## config.mk

```make
export PLATFORM = sky130hd
export DESIGN_NAME = pipe_hazard_ctrl
export DESIGN_NICKNAME = d
export VERILOG_FILES = /design/src/rtl/pipe_hazard_ctrl.sv
export SDC_FILE = /design/constraint.sdc
export NUM_CORES = 1
export LEC_CHECK = 0
export CAP_MARGIN = 20
export CORE_MARGIN = 4
export CORE_UTILIZATION = 50
export DETAILED_ROUTE_END_ITERATION = 12
export GPL_ROUTABILITY_DRIVEN = 1
export PLACE_DENSITY_LB_ADDON = 0.25
export SLEW_MARGIN = 20
export SYNTH_ARGS = -nofsm -noshare
export SYNTH_HDL_FRONTEND = slang
export SYNTH_SLANG_ARGS = --single-unit
```

## constraint.sdc

```tcl
create_clock -name clk -period 2.8 [get_ports clk]
set_input_delay 0.42 -clock clk [delete_from_list [all_inputs] [get_ports clk]]
set_output_delay 0.42 -clock clk [all_outputs]
set_load 0.02 [all_outputs]
```

## src/rtl/pipe_hazard_ctrl.sv

```systemverilog
// Pipeline control: boot/halt FSM, stall/flush/bubble merge across stages and a
// sticky watchdog on long consecutive stall runs.
module pipe_hazard_ctrl #(
    parameter int NSTAGE   = 5,
    parameter int WDOG_W   = 16,
    parameter int WDOG_MAX = 50000
) (
    input  logic              clk,
    input  logic              rst,
    input  logic              enter_i,
    input  logic              halt_req_i,
    input  logic [NSTAGE-1:0] stall_req_i,
    input  logic [NSTAGE-1:0] flush_req_i,
    output logic [NSTAGE-1:0] stall_o,
    output logic [NSTAGE-1:0] flush_o,
    output logic [NSTAGE-1:0] bubble_o,
    output logic              inited_o,
    output logic              halted_o,
    output logic              stall_timeout_o
);

    typedef enum logic [1:0] {S_BOOT, S_RUN, S_HALT} state_e;

    localparam logic [WDOG_W-1:0] WMAX = WDOG_W'(WDOG_MAX);

    state_e            state_q;
    logic              e1_q, e2_q;
    logic              inited_q, halted_q, timeout_q, timeout_d;
    logic [WDOG_W-1:0] wdog_q, wdog_d;
    logic              rise;

    logic [NSTAGE-1:0] stall_v, flush_v, bubble_v;
    logic              sseen, fseen;

    assign rise = e1_q & ~e2_q;

    always_ff @(posedge clk) begin
        if (rst) begin
            state_q   <= S_BOOT;
            e1_q      <= 1'b0;
            e2_q      <= 1'b0;
            inited_q  <= 1'b0;
            halted_q  <= 1'b0;
            timeout_q <= 1'b0;
            wdog_q    <= '0;
        end else begin
            e1_q      <= enter_i;
            e2_q      <= e1_q;
            timeout_q <= timeout_d;
            wdog_q    <= wdog_d;
            case (state_q)
                S_BOOT: if (rise) begin
                    state_q  <= S_RUN;
                    inited_q <= 1'b1;
                end
                // halt_req has priority; a rise in RUN is simply ignored
                S_RUN: if (halt_req_i) begin
                    state_q  <= S_HALT;
                    halted_q <= 1'b1;
                end
                S_HALT: if (rise) begin
                    state_q  <= S_RUN;
                    halted_q <= 1'b0;
                end
                default: state_q <= S_BOOT;
            endcase
        end
    end

    always_comb begin
        wdog_d    = wdog_q;
        timeout_d = timeout_q;
        if (state_q == S_RUN) begin
            if (|stall_req_i) begin
                if (wdog_q != WMAX) wdog_d = wdog_q + 1'b1;
            end else begin
                wdog_d = '0;
            end
        end
        if (wdog_d == WMAX) timeout_d = 1'b1;
    end

    // Scan from the oldest stage down: a stall propagates to every younger stage,
    // and a flush kills everything younger than an unstalled requester.
    always_comb begin
        stall_v  = '0;
        flush_v  = '0;
        bubble_v = '0;
        sseen    = 1'b0;
        fseen    = 1'b0;
        for (int i = NSTAGE - 1; i >= 0; i--) begin
            sseen      = sseen | stall_req_i[i];
            stall_v[i] = sseen;
        end
        for (int i = 1; i < NSTAGE; i++) bubble_v[i] = stall_v[i-1] & ~stall_v[i];
        for (int i = NSTAGE - 1; i >= 0; i--) begin
            flush_v[i] = fseen;
            fseen      = fseen | (flush_req_i[i] & ~stall_v[i]);
        end
    end

    always_comb begin
        if (state_q == S_RUN) begin
            stall_o  = stall_v & ~flush_v;
            flush_o  = flush_v;
            bubble_o = bubble_v;
        end else begin
            stall_o  = '1;
            flush_o  = '0;
            bubble_o = '0;
        end
    end

    assign inited_o        = inited_q;
    assign halted_o        = halted_q;
    assign stall_timeout_o = timeout_q;

endmodule

```

==> results of run 1 <==
## critical path, stage by stage
cell	delay (ns)
clkdlybuf4s50_1	0.42
nor3b_2	0.20
inv_1	0.08
buf_4	0.14
nor2_1	0.19
buf_4	0.16
a21oi_1	0.04
clkdlybuf4s50_1	0.53
## logic make-up after synthesis
group,after synthesis
AOI/OAI and AO/OA,28
xor gates and xnor gates,19
adders and majority gates,2
buffers and inverters,17
DFF,23
other,1
and+or+nand+nor,91
## metrics by stage
step / hold WS [ns] / setup slack (ns) / power (uW)
3_5_place_dp: 0.458 / 0.0954 / 426
3_3_place_gp: 0.446 / 0.126 / 424
5_1_grt: 0.504 / 0.0663 / 602
2_1_floorplan: 0.452 / 0.550 / 388
4_1_cts: 0.480 / 0.0794 / 579
6_report: 0.477 / 0.203 / 574
## timing repair
item,4_1_cts,5_1_grt
endpoints found under the hold margin,0,0
endpoints found under the setup margin,0,2
resized for setup,0,2
## metal layers
layer  share of wire (%)  up-vias
met5                   0        -
met4                0.40        0
met3                 4.4        2
met2                  50       29
met1                  45      627
li1                    -      678
## state kept, by name (all words and copies together), names as in the netlist
signal,cells
wdog_q,16
state_q,2
e1_q,1
e2_q,1
halted_o,1
inited_o,1
stall_timeout_o,1
## how the worst max path moves through the flow
stage,start,slack [ns],to,cells past startpoint
after CTS,stall_req_i[4],0.08,flush_o[0],8
after detailed placement,stall_req_i[4],0.1,flush_o[0],8
after floorplan,wdog_q[0],0.55,stall_timeout_o,7
after global routing,stall_req_i[4],0.07,bubble_o[1],7
after global placement,stall_req_i[4],0.13,flush_o[0],8
final,stall_req_i[4],0.20,stall_o[1],8
## where the power goes
group,switching [uW],internal (uW)
logic,39.8,40.6
clock network,101,53.4
registers,5.60,333
total,147,427
## synth_stat cells (2+ instances only)
| library cell | number | share of area, % |
|---|---|---|
| nor2_1 | 31 | 7.7 |
| dfxtp_1 | 23 | 31 |
| nand2_1 | 13 | 3.2 |
| xnor2_1 | 11 | 6.4 |
| a21oi_1 | 9 | 3.0 |
| xor2_1 | 8 | 4.7 |
| inv_1 | 7 | 1.7 |
| a31oi_1 | 5 | 2.1 |
| o21ai_0 | 5 | 1.7 |
| and3_1 | 4 | 1.7 |
| buf_4 | 4 | 2.0 |
| nand3_1 | 4 | 1.3 |
| nor2b_1 | 4 | 1.7 |
| nor3_1 | 4 | 1.3 |
| nor3b_1 | 4 | 2.0 |
| nand2b_1 | 3 | 1.2 |
| nand4_1 | 3 | 1.2 |
| and2_1 | 2 | 0.83 |
| clkbuf_8 | 2 | 1.8 |
| ha_1 | 2 | 1.7 |
| nand4b_1 | 2 | 1.2 |
| nor4_2 | 2 | 1.7 |
| or4_1 | 2 | 1.0 |
## final cells by class
type / instances / area [um^2] / area share [%]
clock inverters: 1 / 5.00 / 0.279
multi-input cells: 142 / 918 / 51.3
repair buffers: 33 / 320 / 17.9
flip-flops and latches: 23 / 460 / 25.7
clock buffers: 3 / 22.5 / 1.26
well taps: 31 / 38.8 / 2.16
inverters: 7 / 26.3 / 1.47
==> results.sh, run 1 <==
export IMPL_grt_overflow_total=0
export IMPL_vias_per_cell=5.57
export IMPL_worstSkewPairLatency_ns=0.31
export IMPL_synth_yosys_warnings=0
export IMPL_r2r_cells=7
export IMPL_synth_seq_cells=23
export IMPL_min_period_over_period_pct=92.8
export IMPL_hpwl_um=2530
export IMPL_antenna_found_initial=0
export IMPL_synth_compound_area_share_pct=12.1
export IMPL_num_vias=1336
export IMPL_synth_distinct_cells=50
export IMPL_clkSlewWorstSetupHoldPaths_ns=0.13
export IMPL_grt_met3_usage_pct=4.32
export IMPL_cts_buffer_depth=2
export IMPL_crit_required_ns=2.38
export IMPL_ir_drop_uv=318
export IMPL_die_w_um=62.9
export IMPL_cts_root_buf="clkbuf_4"
export IMPL_cts_sinks=23
export IMPL_hold_depth=2
export IMPL_grt_setup_unrepaired="no"
export IMPL_top_usage_layer="met2"
export IMPL_gp_congestion=0.864
export IMPL_ys_flop_type="dfxtp_1"
export IMPL_r2r_start="wdog_q[0]"
export IMPL_htree_num_levels=1
export IMPL_start_kind="input port"
export IMPL_die_area_mm2=0.00396
export IMPL_fin_util_pct=63.3
export IMPL_grtUsageTotal_pct=17.7
export IMPL_drt_iter0_drc=79
export IMPL_finalInstanceArea_mm2=0.00179
export IMPL_power_density_mw_per_mm2=320
export IMPL_cts_buffers=3
export IMPL_area_growth_pct=18.9
export IMPL_synthSimpleGateAreaFrac_pct=35.3
export IMPL_grt_pass1_wl_um=5810
export IMPL_slew_violations=0
export IMPL_drive_gt1_share_pct=11.5
export IMPL_max_freq_mhz=385
export IMPL_synthArstFlopShare_pct=0
export IMPL_place_area_mm2=0.00176
export IMPL_antenna_left=0
export IMPL_tns_ns=0
export IMPL_layout_min_cycle_time_ns=2.60
export IMPL_synth_xor_area_share_pct=11.0
export IMPL_synthAdderAreaFrac_pct=1.66
export IMPL_n_antenna_cell=0
export IMPL_layout_common_cells="nor2_1, clkdlybuf4s50_1, dfxtp_1"
export IMPL_grt_start_max_net_pins=15
export IMPL_n_fill_cell=247
export IMPL_dp_cells=236
export IMPL_layout_commonest_cell="nor2_1"
export IMPL_hp_start="halted_o"
export IMPL_endpoint_kind="output port"
export IMPL_seq_area_frac_synth_pct=30.6
export IMPL_synth_edf_count=0
export IMPL_hold_path_class="flop to flop"
export IMPL_cts_setup_buffers=0
export IMPL_path_class="input port to output port"
export IMPL_synthCells=181
export IMPL_fin_nets=226
export IMPL_synth_top_family_by_area="simple AND/OR/NAND/NOR gates"
export IMPL_port_buffers=28
export IMPL_cp_max_fo=4
export IMPL_wl_per_cell_um=13.6
export IMPL_synth_avg_cell_area_um2=8.32
export IMPL_maxCapViolCount=0
export IMPL_grt_pass1_vias=1310
export IMPL_drc=0
export IMPL_skew_ns=0.00399
export IMPL_drtPass1Iterations=4
export IMPL_die_h_um=62.9
export IMPL_synth_mux_area_share_pct=0
export IMPL_final_cells=240
export IMPL_reg2reg_slack_ns=0.33
export IMPL_outcome="complete, no violations"
export IMPL_holdBufCountCts=0
export IMPL_core_rowCount=19
export IMPL_rr_endpoint="stall_timeout_o"
export IMPL_wl_um=3250
export IMPL_hold_viol_final=0
export IMPL_grtUsageMet2_pct=30.3
export IMPL_core_mm2=0.00283
export IMPL_cts_tree="yes"
export IMPL_setup_viol=0
export IMPL_min_to="halted_o"
export IMPL_gr_usage_met1_pct=22.3
export IMPL_power_leakage_uw=0.000658
export IMPL_start_util_pct=53.3
export IMPL_syn_area_mm2=0.00151
export IMPL_io_pins=32
export IMPL_cp_arrival_ns=2.18
(Power assumes the default switching activity.)
==> run 2, diff against run 1 <==
--- a/config.mk
+++ b/config.mk
@@ -8,6 +8,7 @@
 export CAP_MARGIN = 20
 export CORE_MARGIN = 4
 export CORE_UTILIZATION = 50
+export CTS_CLUSTER_SIZE = 28
 export DETAILED_ROUTE_END_ITERATION = 12
 export GPL_ROUTABILITY_DRIVEN = 1
 export PLACE_DENSITY_LB_ADDON = 0.25
==> results of run 2 <==
Same layout as run 1: the final DEF is identical, and so are final timing and power.
==> run 3, diff against run 2 <==
--- a/config.mk
+++ b/config.mk
@@ -7,9 +7,11 @@
 export LEC_CHECK = 0
 export CAP_MARGIN = 20
 export CORE_MARGIN = 4
-export CORE_UTILIZATION = 50
+export CORE_UTILIZATION = 65
+export CTS_BUF_LIST = sky130_fd_sc_hd__clkbuf_8
 export CTS_CLUSTER_SIZE = 28
 export DETAILED_ROUTE_END_ITERATION = 12
+export DONT_BUFFER_PORTS = 1
 export GPL_ROUTABILITY_DRIVEN = 1
 export PLACE_DENSITY_LB_ADDON = 0.25
 export SLEW_MARGIN = 20
==> results.sh, run 3 (synthesis gave the netlist of run 1 again) <==
export IMPL_outcome="complete, no violations"
export IMPL_start_util_pct=68.1
export IMPL_gp_congestion=0.851
export IMPL_min_period_over_period_pct=86.5
export IMPL_max_freq_mhz=413
export IMPL_relSlewSlack_pct=57.0
export IMPL_wl_um=2900
export IMPL_port_buffers=0
export IMPL_cts_root_buf="clkbuf_8"
export IMPL_ir_drop_uv=322
export IMPL_hpwl_um=2200
export IMPL_tns_ns=0
export IMPL_power_leakage_uw=0.000525
export IMPL_cts_buffers=3
export IMPL_dp_cells=202
export IMPL_die_w_um=56.1
export IMPL_cp_num_buf_inv=0
export IMPL_antenna_found_initial=0
export IMPL_combPwrFrac_pct=7.3
export IMPL_cts_sinks=23
export IMPL_cts_tree="yes"
export IMPL_skew_ns=0.00220
export IMPL_vias_per_cell=6.04
export IMPL_grt_overflow_total=0
export IMPL_grt_start_max_net_pins=16
export IMPL_slowest_delay_ns=0.54
export IMPL_hold_viol_final=0
export IMPL_grtUsageTotal_pct=20.8
export IMPL_maxCapViolCount=0
export IMPL_die_h_um=56.1
export IMPL_pwr_share_clk_pct=35.4
export IMPL_wl_per_cell_um=14.1
export IMPL_top_usage_layer="met2"
export IMPL_fin_util_pct=67.9
export IMPL_n_fill_cell=177
export IMPL_drt_iter0_drc=53
export IMPL_slew_violations=0
export IMPL_cp_arrival_ns=2.60
export IMPL_htree_num_levels=1
export IMPL_netSwitchingPower_uw=148
export IMPL_sw_frac_of_total_pct=24.9
export IMPL_start_kind="flop"
export IMPL_num_vias=1245
export IMPL_cp_max_fo=6
export IMPL_seq_power_share_pct=57.3
export IMPL_fin_nets=195
export IMPL_crit_family="simple AND/OR/NAND/NOR gates"
export IMPL_grtUsageMet2_pct=31.7
export IMPL_final_cells=206
export IMPL_area_growth_pct=-0.332
export IMPL_grt_setup_unrepaired="no"
export IMPL_n_antenna_cell=0
export IMPL_worstSkewPairLatency_ns=0.27
export IMPL_drive_gt1_share_pct=11.8
export IMPL_die_area_mm2=0.00315
export IMPL_core_mm2=0.00221
export IMPL_grt_pass1_vias=1252
export IMPL_intPower_uw=447
export IMPL_io_pins=32
export IMPL_core_rowCount=17
export IMPL_crit_required_ns=2.98
export IMPL_power_density_mw_per_mm2=396
export IMPL_largest_register_ffs=16
export IMPL_drtPass1Iterations=4
export IMPL_antenna_left=0
export IMPL_path_class="flop to flop"
export IMPL_setup_viol=0
export IMPL_endpoint_kind="flop"
export IMPL_layout_commonest_cell="nor2_1"
export IMPL_cts_buffer_depth=2
export IMPL_gr_usage_met1_pct=26.8
export IMPL_grt_met3_usage_pct=5.10
export IMPL_slowest_stage="or4_1"
export IMPL_layout_min_cycle_time_ns=2.42
export IMPL_holdBufCountCts=0
export IMPL_grt_pass1_wl_um=5330
export IMPL_crit_chain="ha_1 > nand2_8 > or3_4 > nor4_2 > o21ai_1 > or4_1 > o41ai_2"
export IMPL_reg_largest_list="wdog_q: 16 flops, state_q: 2 flops"
export IMPL_worstMarginPinSlew_ns=0.639
export IMPL_layout_common_cells="nor2_1, dfxtp_1, nand2_1"
export IMPL_hold_path_class="input port to flop"
export IMPL_drc=0
export IMPL_clkSlewWorstSetupHoldPaths_ns=0.08
export IMPL_regMostFlops="wdog_q"
run 3: changes by cell type in the layout (fill, tap and decap cells not counted), sizes merged:
cell / previous run / this run
clkdlybuf4s50: 27 / 0
buf: 5 / 2
dlymetal6s2s: 1 / 0
run 3: final cells by class:
class	instances	area, um^2	area share, %
well taps	28	35.0	2.33
multi-input cells	142	918	61.2
inverters	7	26.3	1.75
flip-flops and latches	23	460	30.7
clock buffers	3	41.3	2.75
repair buffers	2	15.0	1.00
clock inverters	1	5.00	0.333
run 3: power by group through the flow:
stage	Clock, uW	Combinational (uW)	Sequential [uW]
3_3_place_gp	0	42.1	348
5_1_grt	227	49.2	342
3_5_place_dp	0	43.0	348
2_1_floorplan	0	40.8	347
4_1_cts	211	43.2	341
6_report	211	43.4	341
run 3: final timing paths:
path	startpoint	end	slack, ns	depth (start not counted)
setup / recovery	wdog_q[0]	stall_timeout_o	0.38	7
hold / removal	rst	state_q[1]	0.21	1
setup reg to reg	wdog_q[0]	stall_timeout_o	0.38	7
hold reg to reg	e1_q	e2_q	0.48	1
run 3: timing repair:
| item | 4_1_cts | 5_1_grt |
|---|---|---|
| buffers inserted | 0 | 0 |
| endpoints found under the hold margin | 0 | 0 |
| resized for setup | 0 | 1 |
| setup endpoints to repair | 0 | 1 |
run 3: layer usage:
metal | wire, um | vias to the layer above
li1 | - | 617
met1 | 1270 | 563
met2 | 1310 | 54
met3 | 224 | 11
met4 | 94 | 0
met5 | 0 | -
run 3: through the flow:
| step | worst slack, ns | power, uW | hold slack [ns] | area, um^2 |
|---|---|---|---|---|
| after global routing | 0.121 | 618 | 0.195 | 1500 |
| after floorplan | 0.550 | 388 | 0.452 | 1510 |
| final | 0.379 | 595 | 0.206 | 1500 |
| after detailed placement | 0.414 | 391 | 0.467 | 1450 |
| after global placement | 0.402 | 390 | 0.466 | 1450 |
| after CTS | 0.210 | 595 | 0.206 | 1500 |
